--- config.mk ---
export PLATFORM = sky130hd
export DESIGN_NAME = im_loader_flat
export DESIGN_NICKNAME = d
export VERILOG_FILES = /design/src/rtl/im_loader_pkg.sv /design/src/rtl/im_loader_if.sv /design/src/rtl/im_word_pack.sv /design/src/rtl/im_loader.sv /design/src/flat_wrapper.sv
export SDC_FILE = /design/constraint.sdc
export NUM_CORES = 1
export LEC_CHECK = 0
export ABC_CLOCK_PERIOD_IN_PS = 2900
export CAP_MARGIN = 20
export CORE_ASPECT_RATIO = 1.2
export CORE_MARGIN = 2
export CORE_UTILIZATION = 35
export CTS_BUF_LIST = sky130_fd_sc_hd__clkbuf_16
export DETAILED_ROUTE_END_ITERATION = 6
export DONT_BUFFER_PORTS = 1
export RECOVER_POWER = 100
export SYNTH_ARGS = -nofsm -noshare
export SYNTH_HDL_FRONTEND = slang
export SYNTH_HIERARCHICAL = 1
export SYNTH_SLANG_ARGS = --single-unit
--- constraint.sdc ---
create_clock -name clk -period 2.9 [get_ports clk]
set_input_delay 0.58 -clock clk [delete_from_list [all_inputs] [get_ports clk]]
set_output_delay 0.58 -clock clk [all_outputs]
set_load 0.02 [all_outputs]
--- src/rtl/im_loader_pkg.sv ---
// im_loader_pkg: loader state encodings, IM geometry and header decode helper
package im_loader_pkg;
  localparam int IM_ADDR_W = 10;
  localparam int IM_BYTES = 1024;
  localparam int IM_WORDS = IM_BYTES / 4;
  typedef enum logic [2:0] {IDLE, HDR_LO, HDR_HI, DATA, WRITE, DONE, ERR} state_t;
  function automatic state_t hdr_next(input logic [15:0] n, input int max_words);
    return n == 16'd0 ? DONE : (32'(n) > max_words ? ERR : DATA);
  endfunction
endpackage

--- src/rtl/im_loader_if.sv ---
// im_loader_if: byte stream in, IM word write port out
interface im_loader_if import im_loader_pkg::*; #(parameter int ADDR_W = IM_ADDR_W);
  logic in_valid;
  logic in_ready;
  logic [7:0] in_data;
  logic im_we;
  logic [ADDR_W-1:0] im_addr;
  logic [31:0] im_wdata;
  modport master (output in_valid, in_data, input in_ready, im_we, im_addr, im_wdata);
  modport slave (input in_valid, in_data, output in_ready, im_we, im_addr, im_wdata);
endinterface

--- src/rtl/im_word_pack.sv ---
// im_word_pack: little-endian byte-to-word assembler
module im_word_pack (
  input  logic        clk,
  input  logic        clr,
  input  logic        load,
  input  logic [7:0]  in_byte,
  output logic [31:0] word,
  output logic [1:0]  byte_idx,
  output logic        word_ready
);
  logic [31:0] word_q, word_d;
  logic [1:0] idx_q, idx_d;
  for (genvar i = 0; i < 4; i++) begin : g_lane
    assign word_d[8*i +: 8] = load && idx_q == 2'(i) ? in_byte : word_q[8*i +: 8];
  end
  assign idx_d = load ? idx_q + 2'd1 : idx_q;
  assign word = word_d;
  assign byte_idx = idx_q;
  assign word_ready = load && idx_q == 2'd3;
  always_ff @(posedge clk)
    if (clr) begin
      word_q <= '0;
      idx_q <= '0;
    end else begin
      word_q <= word_d;
      idx_q <= idx_d;
    end
endmodule

--- src/rtl/im_loader.sv ---
// im_loader: framed byte stream to IM word writer with CPU hold
module im_loader import im_loader_pkg::*; #(
  parameter int ADDR_W = IM_ADDR_W,
  parameter int MAX_WORDS = IM_WORDS
) (
  input  logic clk,
  input  logic rst,
  input  logic start,
  im_loader_if.slave bus,
  output logic cpu_hold,
  output logic done,
  output logic error
);
  state_t state_q, state_d;
  logic [15:0] count_q, count_d;
  logic [ADDR_W-2:0] word_idx_q, word_idx_d;
  logic [ADDR_W-1:0] addr_q, addr_d;
  logic [31:0] wdata_q, wdata_d, pk_word;
  logic [1:0] pk_idx;
  logic pk_ready, xfer, load, go;
  assign go = start && state_q inside {IDLE, DONE, ERR};
  assign xfer = bus.in_valid && bus.in_ready;
  assign load = xfer && state_q == DATA;
  im_word_pack u_pack (
    .clk(clk),
    .clr(rst || go),
    .load(load),
    .in_byte(bus.in_data),
    .word(pk_word),
    .byte_idx(pk_idx),
    .word_ready(pk_ready)
  );
  always_comb begin
    state_d = state_q;
    count_d = count_q;
    word_idx_d = word_idx_q;
    addr_d = addr_q;
    wdata_d = wdata_q;
    case (state_q)
      IDLE, DONE, ERR: if (start) begin
        state_d = HDR_LO;
        count_d = '0;
        word_idx_d = '0;
      end
      HDR_LO: if (xfer) begin
        count_d[7:0] = bus.in_data;
        state_d = HDR_HI;
      end
      HDR_HI: if (xfer) begin
        count_d[15:8] = bus.in_data;
        state_d = hdr_next({bus.in_data, count_q[7:0]}, MAX_WORDS);
      end
      DATA: if (pk_ready && pk_idx == 2'd3) begin
        addr_d = {word_idx_q[ADDR_W-3:0], 2'b00};
        wdata_d = pk_word;
        state_d = WRITE;
      end
      WRITE: begin
        word_idx_d = word_idx_q + (ADDR_W-1)'(1);
        state_d = 16'(word_idx_q) + 16'd1 == count_q ? DONE : DATA;
      end
      default: state_d = IDLE;
    endcase
  end
  always_ff @(posedge clk)
    if (rst) begin
      state_q <= IDLE;
      count_q <= '0;
      word_idx_q <= '0;
      addr_q <= '0;
      wdata_q <= '0;
    end else begin
      state_q <= state_d;
      count_q <= count_d;
      word_idx_q <= word_idx_d;
      addr_q <= addr_d;
      wdata_q <= wdata_d;
    end
  // rst gates the strobe so a reset landing on WRITE never commits the word
  assign bus.im_we = state_q == WRITE && !rst;
  assign bus.in_ready = state_q inside {HDR_LO, HDR_HI, DATA};
  assign bus.im_addr = addr_q;
  assign bus.im_wdata = wdata_q;
  assign cpu_hold = state_q != DONE;
  assign done = state_q == DONE;
  assign error = state_q == ERR;
endmodule

--- src/flat_wrapper.sv ---
// flat-port wrapper written by rule: the top's interface ports become plain ports
module im_loader_flat import im_loader_pkg::*;
#(
  parameter int ADDR_W = IM_ADDR_W,
  parameter int MAX_WORDS = IM_WORDS
)
  (clk, rst, start, cpu_hold, done, error, bus_in_valid, bus_in_data, bus_in_ready, bus_im_we, bus_im_addr, bus_im_wdata);
  im_loader_if #(.ADDR_W(ADDR_W)) bus_i ();
  input  logic clk;
  input  logic rst;
  input  logic start;
  output logic cpu_hold;
  output logic done;
  output logic error;
  input wire logic [$bits(bus_i.in_valid)-1:0] bus_in_valid;
  input wire logic [$bits(bus_i.in_data)-1:0] bus_in_data;
  output wire logic [$bits(bus_i.in_ready)-1:0] bus_in_ready;
  output wire logic [$bits(bus_i.im_we)-1:0] bus_im_we;
  output wire logic [$bits(bus_i.im_addr)-1:0] bus_im_addr;
  output wire logic [$bits(bus_i.im_wdata)-1:0] bus_im_wdata;
  assign bus_i.in_valid = bus_in_valid;
  assign bus_i.in_data = bus_in_data;
  assign bus_in_ready = bus_i.in_ready;
  assign bus_im_we = bus_i.im_we;
  assign bus_im_addr = bus_i.im_addr;
  assign bus_im_wdata = bus_i.im_wdata;
  im_loader #(.ADDR_W(ADDR_W), .MAX_WORDS(MAX_WORDS)) u_core (.clk(clk), .rst(rst), .start(start), .bus(bus_i), .cpu_hold(cpu_hold), .done(done), .error(error));
endmodule
# Word level (Yosys, flattened, before mapping)
# Index checks and enable logic that the tools add are counted.
[classes]
add_sub_neg = 3
magnitude_cmp = 1
n_eq_ne = 15
mux = 18
n_reduce_logical = 25
[ops]
columns = ["operator", "count"]
rows = [
  ["8-bit two-way mux", 5],
  ["8-bit case mux with 2 select lines", 2],
  ["3-bit two-way mux", 7],
  ["9-bit case mux with 2 select lines", 1],
  ["16-bit equality test", 1],
  ["16-bit by 9-bit > comparator with 1-bit output, second input constant", 1],
  ["16-bit zero test", 1],
  ["16-bit two-way mux", 1],
  ["3-bit case mux with 5 select lines", 1],
  ["9-bit by 1-bit adder with 10-bit output, second input constant", 1],
  ["9-bit by 1-bit adder with 9-bit output, second input constant", 1],
  ["3-bit equality test, second input constant", 3],
  ["1-bit logical AND", 9],
  ["9-bit two-way mux", 1],
  ["3-bit by 2-bit equality test with 1-bit output, second input constant", 2],
  ["2-bit by 1-bit inequality test with 1-bit output, second input constant", 3],
  ["3-bit AND reduction", 2],
  ["2-bit nonzero test", 3],
  ["3-bit nonzero test", 2],
  ["2-bit equality test, second input constant", 2],
  ["2-bit AND reduction", 2],
  ["4-bit AND reduction", 1],
  ["3-bit by 1-bit equality test with 1-bit output, second input constant", 1],
  ["3-bit zero test", 1],
  ["other kinds (8)", 8],
]
[totals]
register_bits = 102
out_inout_bits = 47
wordCells = 70

# Longest topological paths before layout
[depth]
depth_word = 8
mapped_depth = 13

# Hierarchy
# The synthesis kept the hierarchy.
[modules_own_cells]
columns = ["mod", "n_inst", "cells_per_inst", "area_per_inst_um2", "seq_area_each_um2"]
rows = [
  ["im_loader", 1, 415, 3190.6, 1361.3],
  ["im_word_pack", 1, 166, 1931.9, 680.7],
]

# Worst setup path after synthesis
# No wires, ideal clock.
[synth_path]
kind = "in2reg"
start = "in bus_in_valid"
end = "reg u_core.addr_q[2] (netlist: u_core/bus.im_addr[2])"
setup_time_ns = 0.132
t_arrival_ns = 2.190
required_ns = 2.768
setup_slack_ns = 0.578
cell_stages = 12
n_path_buf = 4
cell_sequence = "inv_1 nor3_1 buf_6 nand2_8 buf_12 inv_1 nand3_1 or3_1 clkbuf_1 clkbuf_1 nand2_1 a21oi_1"
[synth_between]
elab_chain_cells = 5
[synth_rtl]
columns = ["element", "line", "text"]
rows = [
  ["start: declaration", "flat_wrapper.sv:15", "input wire logic [$bits(bus_i.in_valid)-1:0] bus_in_valid;"],
  ["1-bit logical AND", "im_loader.sv:22", "assign xfer = bus.in_valid && bus.in_ready;"],
  ["1-bit logical AND", "im_loader.sv:23", "assign load = xfer && state_q == DATA;"],
  ["named net u_core.load", "im_loader.sv:20", "logic pk_ready, xfer, load, go;"],
  ["1-bit logical AND", "im_word_pack.sv:19", "assign word_ready = load && idx_q == 2'd3;"],
  ["named net u_core.pk_ready", "im_loader.sv:20", ""],
  ["1-bit logical AND", "im_loader.sv:53", "DATA: if (pk_ready && pk_idx == 2'd3) begin"],
  ["2-bit AND reduction (no line)", "--", ""],
  ["end signal: assignment", "im_loader.sv:76", "addr_q <= addr_d;"],
  ["end: declaration", "im_loader.sv:17", "logic [ADDR_W-1:0] addr_q, addr_d;"],
]
# The timed path passes the listed nets, and every way through them passes these cells.
# A chain may end at the register's enable or synchronous reset.

# Final worst setup path
[layout_path]
start = "reg u_core.state_q[0]"
end = "out bus_im_we"
[layout_between]
elab_chain_cells = 2
[layout_rtl]
columns = ["element", "line", "text"]
rows = [
  ["start: declaration", "im_loader.sv:14", "state_t state_q, state_d;"],
  ["start signal: assignment", "im_loader.sv:73", "state_q <= state_d;"],
  ["3-bit equality test", "im_loader.sv:80", "assign bus.im_we = state_q == WRITE && !rst;"],
  ["1-bit logical AND", "im_loader.sv:80", ""],
  ["end: declaration", "flat_wrapper.sv:18", "output wire logic [$bits(bus_i.im_we)-1:0] bus_im_we;"],
]
# Every way passes these cells.

==> impl_metrics.ini <==
[status]
status = finished clean

[cells_and_area]
flow.area_growth_from_synthesis_pct = 5.98
finish.net_count = 577
final_cell_mix = sky130_fd_sc_hd__dfxtp_1 (102), sky130_fd_sc_hd__nand2_1 (93), sky130_fd_sc_hd__a21oi_1 (69)
drive_gt1_share_pct = 11.9
antenna_cells_inserted = 0
layout_commonest_cell = sky130_fd_sc_hd__dfxtp_1
finish.cell_count_without_fillers = 738

[yosys]
syn_area_mm2 = 0.00512
ys_seq_elements = 102
yosysSeqAreaShare_pct = 39.9
synth_cell_type_count = 53
postSynth.topFlopCell = sky130_fd_sc_hd__dfxtp_1
synth_area_per_cell_um2 = 8.82
synth_async_sr_flop_share_pct = 0
postSynthCellCount = 581
yosys_warnings = 6
number_of_enable_type_register_cells_in_the_synthesized_netlist = 0

[clock_network]
hold_buffers = 0
cts.root.buffer_cell = sky130_fd_sc_hd__clkbuf_16
tritoncts_sinks = 102
insertion_delay_ns = 0.35
cts_setup_buffers = 0
cts_tree = built
htree_levels = 3
clock_path_buffers = 2
number_of_instances_resized_during_post_cts_repair = 0
tritoncts_buffers = 9
clkTransAtPathRegs_ns = 0.07

[floorplan]
die-area_mm2 = 0.0156
start_util_pct = 35.7
die-width_um = 114
floorplan.io_pins = 59
chip_height_um = 137
core-area_mm2 = 0.0144
rows = 48

[worst_hold_path]
hp-class = input pin to flip-flop

[detailed_routing]
remaining_drc_errors = 0
detail-route-antenna-nets = 0
vias_per_cell = 5.41
finalWirelength_um = 12700
drt-pass1-iter-count = 4
wl_per_cell_um = 17.2
num_vias = 3992
initialDrtViolationCount = 273

[placed_design]
gpl.final_weighted_congestion = 0.857
number_of_placed_instances_taps_included = 724
detailed_placement_hpwl_um = 8580
place.port_buffers = 0

[sta]
post_route_skew_ns = 0.00531
final_period_minus_worst_setup_slack_ns = 2.66
max-slew-margin-rel_pct = 54.0
worst_pin_slew_ns = 0.688
report.final.slew_viol_count = 0
maxClockFrequency_mhz = 376
layout_worst_path_cycle_share_pct = 91.8
report.final.hold_viol_count = 0
setup_viol = 0
grt_setup_unrepaired = false
final.setup.tns_ns = 0

[power]
cellLeakagePower_nw = 2.06
peakVddDrop_uv = 358
p_per_area_mw_per_mm2 = 627

[grt]
gr_peak_layer = met2
track_usage_pct = 17.2
grt_first_pass_wirelength_um = 20700
maximum_number_of_pins_on_one_net_before_global_route_repair = 68
grtUsageMet3_pct = 5.18
grt_overflow = 0
first_global_vias = 3856
groute.layer.met2.usage_pct = 30.1
grt_antenna_before_repair = 0
use_met1_pct = 20.5

[setup_path]
worstSetupEndpointType = primary output
timing.critical_path.slowest_stage_cell = sky130_fd_sc_hd__nor2_1
timing.critical_path.arrival_ns = 2.08
start_kind = flip-flop
criticalPathCategory = flip-flop to primary output
cpMostUsedCell = sky130_fd_sc_hd__nor2_1
crit_chain = buf_4 > nor2_1 > nand2_1 > nor2_1
worst_ep_required_time_ns = 2.32
r2r_slack_ns = 0.30
worst_path_largest_cell_delay_ns = 0.52
highest_net_fanout_along_the_worst_path = 22

[job]
maxCapViolations = 0
-- worst max-delay path: cells and delay by family, from the launching register on --
kind / cells / cell delay, ns
buffers and inverters: 1 / 0.21
flip-flops: 1 / 0.34
AND/OR/NAND/NOR: 3 / 1.18
-- through the flow --
| stage | utilization (%) | cell area, um^2 | worst slack (ns) | hold WS, ns | power [mW] |
|---|---|---|---|---|---|
| 2_1_floorplan | - | 5130 | 0.578 | 0.445 | 2.10 |
| 3_3_place_gp | 36.2 | 5190 | 0.602 | 0.458 | 2.24 |
| 3_5_place_dp | 36.2 | 5190 | 0.538 | 0.466 | 2.25 |
| 4_1_cts | 38.2 | 5480 | 0.234 | 0.282 | 3.46 |
| 5_1_grt | 37.8 | 5430 | 0.0521 | 0.278 | 3.57 |
| 6_report | 37.8 | 5430 | 0.237 | 0.295 | 3.40 |
-- Yosys cell counts (4+ instances only) --
| cell | number | area, um^2 |
|---|---|---|
| sky130_fd_sc_hd__mux2_2 | 17 | 191 |
| sky130_fd_sc_hd__nand2_1 | 93 | 349 |
| sky130_fd_sc_hd__ha_1 | 5 | 62.6 |
| sky130_fd_sc_hd__buf_6 | 4 | 45.0 |
| sky130_fd_sc_hd__nand3_1 | 21 | 105 |
| sky130_fd_sc_hd__buf_2 | 7 | 35.0 |
| sky130_fd_sc_hd__mux2_4 | 15 | 225 |
| sky130_fd_sc_hd__dfxtp_1 | 102 | 2040 |
| sky130_fd_sc_hd__mux2i_1 | 33 | 330 |
| sky130_fd_sc_hd__xnor2_1 | 9 | 78.8 |
| sky130_fd_sc_hd__nor3_1 | 7 | 35.0 |
| sky130_fd_sc_hd__o21ai_0 | 11 | 55.1 |
| sky130_fd_sc_hd__xor2_1 | 5 | 43.8 |
| sky130_fd_sc_hd__o221ai_1 | 16 | 140 |
| sky130_fd_sc_hd__nor4_1 | 5 | 31.3 |
| sky130_fd_sc_hd__a21oi_1 | 69 | 345 |
| sky130_fd_sc_hd__clkbuf_1 | 26 | 97.6 |
| sky130_fd_sc_hd__nand2b_1 | 44 | 275 |
| sky130_fd_sc_hd__inv_1 | 8 | 30.0 |
| sky130_fd_sc_hd__nor2_1 | 26 | 97.6 |
| sky130_fd_sc_hd__or3_1 | 6 | 37.5 |
-- routing by layer --
metal  vias up  share of wire [%]
li1       1974                  -
met1      1894                 42
met2       112                 51
met3        12                5.7
met4         0                1.1
met5         -                  0
-- cells by family after synthesis --
logic type                 synth area share, %
AOI/OAI and AO/OA                         14.3
adders and majority gates                 1.22
xor gates and xnor gates                  2.39
buffers and inverters                     5.42
and+or+nand+nor                           22.2
DFF                                       39.9
muxes                                     14.6
other                                   0.0732
-- power by group --
part	switching (mW)	leakage (nW)	internal [mW]
sequential	0.0427	0.822	1.44
clock	0.539	0.145	0.666
combinational	0.479	1.10	0.235
total	1.06	2.06	2.34
-- cell type report --
cell class              count  area, um^2
clock buffers               9         225
clock inverters             5        62.6
fillers                  1447        8920
inverters                   8        30.0
multi-input cells         428        2790
flip-flops and latches    102        2040
well taps                 175         219
repair buffers             11        62.6
-- final timing paths --
kind | endpoint | from | cells past startpoint
setup / recovery | bus_im_we | u_core/state_q[0]$_SDFFE_PP0P_ | 4
setup reg to reg | u_core/count_q[5]$_SDFFE_PP0P_ | u_core/state_q[2]$_SDFFE_PP0P_ | 7
hold reg to reg | u_core/u_pack/word_q[11]$_SDFF_PP0_ | u_core/u_pack/word_q[11]$_SDFF_PP0_ | 2
hold / removal | u_core/state_q[0]$_SDFFE_PP0P_ | rst | 1
-- registers in the layout, indices dropped and copies added (netlist names) --
register and flops:
u_core/bus.im_addr 8, u_core/bus.im_wdata 32, u_core/count_q 16, u_core/state_q 3
u_core/u_pack/byte_idx 2, u_core/u_pack/word_q 32, u_core/word_idx_q 9
Power figures use the tool's default switching activity.
==> RTL edit, RTL diff (same settings) <==
`IM_ADDR_W`: 10 -> 9.
--- a/src/rtl/im_loader_pkg.sv
+++ b/src/rtl/im_loader_pkg.sv
@@ -1,6 +1,6 @@
 // im_loader_pkg: loader state encodings, IM geometry and header decode helper
 package im_loader_pkg;
-  localparam int IM_ADDR_W = 10;
+  localparam int IM_ADDR_W = 9;
   localparam int IM_BYTES = 1024;
   localparam int IM_WORDS = IM_BYTES / 4;
   typedef enum logic [2:0] {IDLE, HDR_LO, HDR_HI, DATA, WRITE, DONE, ERR} state_t;
Ports: changed (resized bus_im_addr); port bits go from 59 to 58. No check against the original RTL was run, so the function may have changed too.
==> RTL edit against the unedited design <==
Sequential cell count decreased by 2; design area increased by 0.21%; final cell count decreased by 1.1%; synthesized cell count fell by 1.5%; power down 0.51%; area after synthesis is 1.2% lower; wire length down 0.29%; clock skew up 0.0084 ns; utilization grew 0.40 points; worst setup slack improved by 0.00074 ns; critical path type is now register to register; critical endpoint is now u_core/u_pack/word_q[30]; highest routed layer unchanged.
==> RTL edit: results <==
{
  "status": "finished clean",
  "detailed_place_hpwl_mm": 8.53,
  "fin_worst_skew_ns": 0.0137,
  "drt-pass1-iter-count": 5,
  "share_comb_of_total_power_pct": 19.7,
  "grt_first_pass_wirelength_mm": 20.4,
  "multi_input_area_mm2": 0.00280,
  "synth_area_leaders": "sky130_fd_sc_hd__dfxtp_1 (40%), sky130_fd_sc_hd__a21oi_1 (6.8%), sky130_fd_sc_hd__nand2_1 (6.7%)",
  "antenna_cells": 0,
  "irDropWorstVdd_mv": 0.372,
  "proportion_of_layout_cells_with_a_drive_suffix_above_1_pct": 13.7,
  "non_clock_inverter_count": 6,
  "met1_routed_length_mm": 5.57,
  "grt.met1_usage_pct": 20.1,
  "worst-r2r-setup-slack_ns": 0.24,
  "min_delay_worst_endpoint": "u_core/word_idx_q[3]",
  "crit_path_end": "u_core/u_pack/word_q[30]",
  "violation_count_after_the_first_detailed_routing_iteration": 214,
  "min_period_over_period_pct": 91.8,
  "routed_wirelength_mm": 12.7,
  "netlist-cell-type-count": 60,
  "hold_slack_ns": 0.281,
  "internal_power_w": 0.00234,
  "power.density_cell_area_mw_per_mm2": 622,
  "grt_use_total_pct": 16.8,
  "fin_util_pct": 38.2,
  "powerClk_w": 0.00127,
  "synth.top_cells.by_count": "sky130_fd_sc_hd__dfxtp_1 (100), sky130_fd_sc_hd__nand2_1 (90), sky130_fd_sc_hd__a21oi_1 (69)",
  "worst_r2r_path_depth": 8,
  "relSlewSlack_pct": 34.8,
  "worst-endpoint-arrival_ns": 2.88,
  "gr-usage-met3_pct": 4.38,
  "place_ws_ns": 0.302,
  "number_of_multi_input_combinational_cells_in_the_layout": 422,
  "first_global_vias": 3938,
  "wl_per_cell_um": 17.4,
  "worst-path-max-fanout": 42,
  "clk_pin_slew_ns": 0.08,
  "met2_track_usage_gr_pct": 29.2,
  "routed-wl-met3_um": 646,
  "clkCellAreaFrac_pct": 5.86,
  "gpl.final_weighted_congestion": 0.840,
  "total_leakage_power_nw": 2.05,
  "n_fill_cell": 1432
}
==> RTL edit: logic make-up after synthesis <==
family	Yosys count	share of synthesized area, %
AO/OA/AOI/OAI	117	13.9
XOR/XNOR	11	1.90
adder cells (fa/ha/maj)	5	1.24
buffers and inverters	51	5.22
flip-flops	100	39.6
multiplexers	66	15.0
other	1	0.0741
AND/OR/NAND/NOR	221	23.1
==> RTL edit: critical path, stage by stage (launching register included) <==
cell	delay [ns]
sky130_fd_sc_hd__dfxtp_1	0.60
sky130_fd_sc_hd__nor2b_1	0.42
sky130_fd_sc_hd__nand2_1	0.26
sky130_fd_sc_hd__inv_1	0.25
sky130_fd_sc_hd__o21ai_0	0.13
sky130_fd_sc_hd__nand2_1	0.09
sky130_fd_sc_hd__buf_4	0.31
sky130_fd_sc_hd__nand2b_1	0.32
sky130_fd_sc_hd__mux2i_1	0.13
